**src/rtl/register_read_port.sv**
```systemverilog
// Read-side port for the load-enable register bank: snapshots one
// register per request and returns it over a valid/ready response channel.
module register_read_port #(
  parameter int NUM_REGS = 8,
  parameter int ADDR_W   = 3,
  parameter int DATA_W   = 8
) (
  input  logic                       clk,
  input  logic                       reset,
  input  logic [NUM_REGS*DATA_W-1:0] reg_bank,
  input  logic                       req_valid,
  output logic                       req_ready,
  input  logic [ADDR_W-1:0]          req_addr,
  output logic                       rsp_valid,
  input  logic                       rsp_ready,
  output logic [DATA_W-1:0]          rsp_data,
  output logic                       rsp_err,
  output logic                       bus_oe,
  output logic [7:0]                 read_count
);

  typedef enum logic {
    IDLE,
    RESP
  } state_t;

  state_t            r_state;
  state_t            w_next;
  logic [DATA_W-1:0] r_data;
  logic              r_err;
  logic [7:0]        r_count;
  logic [DATA_W-1:0] w_sel;
  logic              w_oor;
  logic              w_accept;
  logic              w_consume;

  assign rsp_valid  = (r_state == RESP);
  assign req_ready  = !rsp_valid | rsp_ready;
  assign w_accept   = req_valid & req_ready;
  assign w_consume  = rsp_valid & rsp_ready;
  assign bus_oe     = rsp_valid;
  assign rsp_data   = r_data;
  assign rsp_err    = r_err;
  assign read_count = r_count;

  // Full-width compare so no upper index aliases onto a real register.
  assign w_oor = 32'(req_addr) >= 32'(NUM_REGS);

  always_comb begin
    w_sel = '0;
    for (int i = 0; i < NUM_REGS; i++) begin
      if (req_addr == ADDR_W'(i)) begin
        w_sel = reg_bank[i*DATA_W +: DATA_W];
      end
    end
  end

  always_comb begin
    w_next = r_state;
    unique case (r_state)
      IDLE: if (req_valid) w_next = RESP;
      RESP: if (rsp_ready && !req_valid) w_next = IDLE;
      default: w_next = IDLE;
    endcase
  end

  always_ff @(posedge clk or posedge reset) begin
    if (reset) begin
      r_state <= IDLE;
    end else begin
      r_state <= w_next;
    end
  end

  // Snapshot taken only at acceptance; held through backpressure.
  always_ff @(posedge clk or posedge reset) begin
    if (reset) begin
      r_data <= '0;
      r_err  <= 1'b0;
    end else if (w_accept) begin
      r_data <= w_oor ? '0 : w_sel;
      r_err  <= w_oor;
    end
  end

  always_ff @(posedge clk or posedge reset) begin
    if (reset) begin
      r_count <= 8'd0;
    end else if (w_consume) begin
      r_count <= r_count + 8'd1;
    end
  end

endmodule

```
**config.mk**
```make
export PLATFORM = sky130hd
export DESIGN_NAME = register_read_port
export DESIGN_NICKNAME = d
export VERILOG_FILES = /design/src/rtl/register_read_port.sv
export SDC_FILE = /design/constraint.sdc
export NUM_CORES = 1
export LEC_CHECK = 0
export BUFFER_PORTS_ARGS = -buffer_cell sky130_fd_sc_hd__buf_2
export CAP_MARGIN = 20
export CORE_MARGIN = 3
export CORE_UTILIZATION = 30
export DETAILED_ROUTE_END_ITERATION = 7
export PLACE_DENSITY = 0.73
export RECOVER_POWER = 100
export SLEW_MARGIN = 25
export SYNTH_ARGS = -nofsm -noshare
export SYNTH_HDL_FRONTEND = slang
export SYNTH_SLANG_ARGS = --single-unit
```
**constraint.sdc**
```tcl
create_clock -name clk -period 1.4 [get_ports clk]
set_clock_uncertainty 0.2 [all_clocks]
set_input_delay 0.14 -clock clk [delete_from_list [all_inputs] [get_ports clk]]
set_output_delay 0.14 -clock clk [all_outputs]
set_load 0.02 [all_outputs]
```
==> results of run 1 <==
-- area by class of cell --
class	count	area, um^2
tap	52	65.1
sequential	17	429
timing repair buffer	107	602
clock buffer	3	41.3
clock inverter	1	5.00
inverter	1	3.75
fill	440	2290
multi-input combinational	127	976
-- power by group --
| group | total [mW] | internal (mW) | switching (mW) |
|---|---|---|---|
| sequential | 0.751 | 0.624 | 0.127 |
| clock | 0.379 | 0.198 | 0.181 |
| combinational | 0.878 | 0.386 | 0.493 |
| total | 2.01 | 1.21 | 0.801 |
-- metal layers --
layer  global-route usage [%]  vias to the layer above  wire (um)
met1                     21.2                      714       1890
li1                         -                      769          -
met3                     1.22                        2        288
met5                        0                        -          0
met4                     2.96                        0         26
met2                     27.0                       54       2180
-- sequential cells by signal (all words and copies together) (netlist names) --
register	cells
read_count	8
bus_oe	1
rsp_data	8
-- worst paths after layout --
kind                                from             to  cells past startpoint
max                        read_count[0]  read_count[4]                      5
max in group asynchronous          reset    rsp_data[5]                      4
min reg2reg                read_count[7]  read_count[7]                      1
min in group asynchronous          reset  read_count[7]                      3
min                            rsp_ready  read_count[2]                      3
max reg2reg                read_count[0]  read_count[4]                      5
-- worst max-delay path, cell delays in order, from the launching register on --
cell,delay (ns)
dfrtp_2,0.43
ha_1,0.21
nand3_2,0.10
nor2_4,0.05
buf_4,0.12
xor2_1,0.13
-- timing repair --
| action | CTS | global route |
|---|---|---|
| pin swaps | 1 | 4 |
| endpoints found under the hold margin | 10 | 0 |
| gates resized for setup | 0 | 7 |
| hold buffers | 2 | 0 |
| cloned | 0 | 0 |
| setup buffers | 0 | 3 |
| endpoints found under the setup margin | 1 | 5 |
-- layout by cell type (no fill, tap or decap), drive strengths merged --
cell / instances
dlygate4sd3: 2
nand3: 5
ha: 1
a311oi: 8
o2bb2ai: 8
xor2: 3
a21oi: 16
and2b: 1
nor3: 9
buf: 93
xnor2: 4
nand2: 13
or2: 9
clkinv: 1
clkbuf: 15
nand2b: 2
nor2b: 1
conb: 1
a22oi: 8
and2: 2
o22ai: 8
inv: 1
dfrtp: 17
nor2: 19
mux2: 9
-- cells by family after synthesis --
| family | count (synthesis) | share of synthesized area, % |
|---|---|---|
| simple gates | 61 | 20.9 |
| compound gates | 48 | 29.3 |
| flops | 17 | 30.4 |
| buf+inv | 15 | 6.53 |
| mux | 9 | 7.25 |
| xor+xnor | 7 | 4.38 |
| fa+ha+maj | 1 | 0.894 |
| other cells | 1 | 0.268 |
==> out/qor.yml, run 1 <==
worst_setup_path:
  worst-path-max-fanout: 4
  critPathKind: "reg2reg"
  cp.required_ns: 1.34
  arrival_ns: 1.29
  timing.reg2reg.setup_slack_ns: 0.05
  cp-end-kind: "flip-flop"
  critical_path.startpoint_type: "flip-flop"
floorplan:
  start_util_pct: 31.7
  die_h_um: 74.3
  core_area_um2: 4410
  die-area_um2: 5520
  ioPinCount: 91
  rows: 24
  die_w_um: 74.3
final_layout:
  antennaDiodeCount: 0
  final_util_pct: 48.1
  fin_cells: 308
  fin_nets: 329
  areaGrowthSynthToFinish_pct: 51.7
  finalInstanceArea_um2: 2120
  drive_above_1_share_pct: 56.3
sta:
  max_freq_mhz: 739
  drv_slew: 0
  setup_viol: 0
  tns_ns: 0
  final_hold_viol_count: 0
  timing.hold.ws_ns: 0.0261
  min_period_ns: 1.35
  period_share_pct: 96.7
  setup_ws_ns: 0.0460
  rsz0062_at_grt: "true"
power_and_ir_drop:
  leakage_nw: 0.938
  p_per_area_nw_per_um2: 946
  total_power_mw: 2.01
  ir_drop_mv: 0.408
drt:
  final_antenna_net_count: 0
  wl_per_cell_um: 14.2
  drt_iter0_drc: 77
  vias: 1539
  routed_wl_mm: 4.39
  viasPerCell: 5.00
  drt-pass1-iter-count: 4
  drc: 0
yosys:
  yosys.cell_types.count: 31
  synth_area_per_cell_um2: 8.80
  synth_fp_nets: 231
  synth.largest_area_cell: "dfrtp_1"
  yosysWarnings: 0
  yosysMostFrequentCell: "nor2_1"
  synth_seq_area_share_pct: 30.4
  synth.top_cell.area_share_pct: 30.4
  netlist_instances: 159
  synth-edff-count: 0
  synthTopCellsByCount: "nor2_1 (18), dfrtp_1 (17), nand2_1 (12)"
  synthFlopType: "dfrtp_1"
  ys_ff_latch: 17
  postSynth.asyncResetShare_pct: 100
  synth_area_um2: 1400
  synth_area_leaders: "dfrtp_1 (30%), a311oi_2 (8.6%), mux2_2 (6.4%)"
cts:
  clk_latency_ns: 0.25
  cts_buffer_depth: 2
  h-tree-depth: 1
  clk_transition_reported_paths_ns: 0.07
  cts_tree: "yes"
  clock-root-buffer: "clkbuf_8"
  cts_sinks: 17
  cts_buffers: 3
placement:
  gp_congestion: 0.757
  post_dp_cell_area_um2: 2020
  io_buffers: 89
  place_ws_ns: -0.117
  hpwlAfterDp_mm: 3.67
  placedCellCount: 299
hold_path:
  hold_path.class: "in2reg"
status:
  outcome: "finished, final reports clean"
grt:
  grt_pass1_vias: 1432
  track_usage_pct: 15.5
  antenna_found_initial: 0
  grt_pass1_wl_mm: 6.71
  grt_remaining_overflow: 0
  grt_max_degree: 23
flow_run:
  cap_violations: 0
(Power assumes the default switching activity.)
==> inputs of run 2 (changes only) <==
--- a/config.mk
+++ b/config.mk
@@ -10,7 +10,7 @@
 export CORE_MARGIN = 3
 export CORE_UTILIZATION = 30
 export DETAILED_ROUTE_END_ITERATION = 7
-export PLACE_DENSITY = 0.73
+export PLACE_DENSITY_LB_ADDON = 0.05
 export RECOVER_POWER = 100
 export SLEW_MARGIN = 25
 export SYNTH_ARGS = -nofsm -noshare
==> out/qor.yml, run 2 (synthesized netlist as in run 1, its figures left out) <==
status:
  outcome: "finished, final reports clean"
cts:
  cts_buffers: 3  # unchanged
  cts-resized-gates: 0  # unchanged
  cts_tree: "yes"
  clk_latency_ns: 0.25  # about the same
  cts_sinks: 17  # unchanged
  clock-root-buffer: "clkbuf_8"
  cts_buffer_depth: 2  # unchanged
  h-tree-depth: 1  # unchanged
  clk_transition_reported_paths_ns: 0.07  # about the same
power_and_ir_drop:
  leakage_nw: 0.910  # -3.0%
  ir_drop_mv: 0.347  # -15%
  power_frac_comb_pct: 45.0  # +1.3 points
  switching_share_pct: 39.0  # -0.92 points
  power_frac_clock_pct: 18.3  # -0.6 points
  pwr-share-seq_pct: 36.7  # -0.7 points
  p_per_area_nw_per_um2: 952  # +0.62%
  total_power_mw: 1.99  # -0.98%
  p_switching_uw: 774  # -3.3%
  p_int_mw: 1.21  # +0.54%
drt:
  final_antenna_net_count: 0  # unchanged
  drt-met1-wl_mm: 1.75  # -7.7%
  vias: 1454  # -5.5%
  met2_length_mm: 1.96  # -10%
  viasPerCell: 4.74  # -5.2%
  dr_wl_met3_um: 275  # -4.5%
  wl_per_cell_um: 13.1  # -8.4%
  top_layer: "met4"
  drc: 0  # unchanged
  drt-pass1-iter-count: 4  # unchanged
  routed_wl_mm: 4.01  # -8.7%
  drt_iter0_drc: 22  # -71%
floorplan:
  die_h_um: 74.3  # unchanged
  start_util_pct: 31.7  # unchanged
  rows: 24  # unchanged
  die_w_um: 74.3  # unchanged
  die-area_um2: 5520  # unchanged
  ioPinCount: 91  # unchanged
  core_area_um2: 4410  # unchanged
placement:
  placedCellCount: 300  # +0.33%
  gp_congestion: 0.760  # +0.32%
  post_dp_cell_area_um2: 2040  # +0.99%
  io_buffers: 89  # unchanged
  hpwlAfterDp_mm: 3.41  # -6.9%
grt:
  antenna_found_initial: 0  # unchanged
  grt_max_degree: 25  # +8.7%
  grt_pass1_wl_mm: 6.31  # -6.0%
  track_usage_pct: 14.5  # -0.99 points
  grt_remaining_overflow: 0  # unchanged
  grt_pass1_vias: 1439  # +0.49%
worst_setup_path:
  critPathKind: "in2reg"
  worst-path-max-fanout: 16  # +12
  critical_path.startpoint_type: "input pin"
  cp.required_ns: 1.36  # +0.02 ns
  cp-end-kind: "flip-flop"
  arrival_ns: 1.29  # about the same
sta:
  final_hold_viol_count: 0  # unchanged
  period_share_pct: 95.2  # -1.5 points
  rsz0062_at_grt: "false"
  setup_viol: 0  # unchanged
  min_period_ns: 1.33  # -0.0205 ns
  drv_slew: 0  # unchanged
  max_freq_mhz: 750  # +1.5%
flow_run:
  cap_violations: 0  # unchanged
final_layout:
  areaGrowthSynthToFinish_pct: 49.3
  antennaDiodeCount: 0  # unchanged
  drive_above_1_share_pct: 51.8  # -4.5 points
  final_cell_mix: "buf_2 (70), clkbuf_1 (18), nor2_1 (17)"
  final_util_pct: 47.3  # -0.77 points
  finalInstanceArea_um2: 2090  # -1.6%
  final_common_cell: "buf_2"
  fin_nets: 328  # -0.30%
  fin_cells: 307  # -0.32%
hold_path:
  hold_path.class: "in2reg"
## run 2: cell types whose count changed in the layout (fill, tap and decap cells not counted), sizes merged
cell / before / now
buf: 93 / 83
clkbuf: 15 / 24
## run 2: area by class of cell
| cell class | instances | area, um^2 |
|---|---|---|
| clock buffers | 3 | 41.3 |
| fillers | 455 | 2330 |
| clock inverters | 1 | 5.00 |
| repair buffers | 106 | 591 |
| well taps | 52 | 65.1 |
| multi-input cells | 127 | 953 |
| inverters | 1 | 3.75 |
| flip-flops and latches | 17 | 429 |
## run 2: what timing repair did
item                                    CTS  global route
endpoints found under the setup margin    0             3
hold buffers                              2             0
buffers inserted                          0             1
endpoints found under the hold margin    18             0
## run 2: metal layers
| metal | global-route usage, % | up-vias |
|---|---|---|
| li1 | - | 765 |
| met3 | 1.89 | 2 |
| met2 | 24.3 | 56 |
| met4 | 3.56 | 0 |
| met5 | 0 | - |
| met1 | 19.8 | 631 |
## run 2: path summary, 6_finish.rpt
check,startpoint,to,slack (ns),cells after the start
max,req_valid,rsp_data[7],0.07,5
min,reg_bank[25],rsp_data[1],0.05,3
max reg2reg,read_count[0],read_count[6],0.09,5
min reg2reg,read_count[7],read_count[7],0.28,1
max in group asynchronous,reset,read_count[1],0.36,4
min in group asynchronous,reset,read_count[2],0.31,4
## run 2: critical path, cell delays in order
cell and delay, ns:
dlygate4sd3_1 0.53, buf_2 0.16, nand2_8 0.15, a21oi_2 0.05
a311oi_2 0.26
## run 2: stage by stage
stage	setup slack (ns)	setup TNS, ns	hold slack (ns)
2_1_floorplan	-0.0168	-0.136	-0.134
3_3_place_gp	-0.0968	-0.684	-0.0379
3_5_place_dp	-0.107	-0.680	-0.0315
4_1_cts	0.0187	0	0.0401
5_1_grt	0.00696	0	0.0568
6_report	0.0665	0	0.0469
## run 2: power by group through the flow
stage          clock [mW]  combinational, mW  sequential [mW]
2_1_floorplan           0              0.397            0.896
3_3_place_gp            0              0.910            0.734
3_5_place_dp            0              0.914            0.743
4_1_cts             0.381              0.921            0.733
5_1_grt             0.401              0.978            0.749
6_report            0.363              0.895            0.730
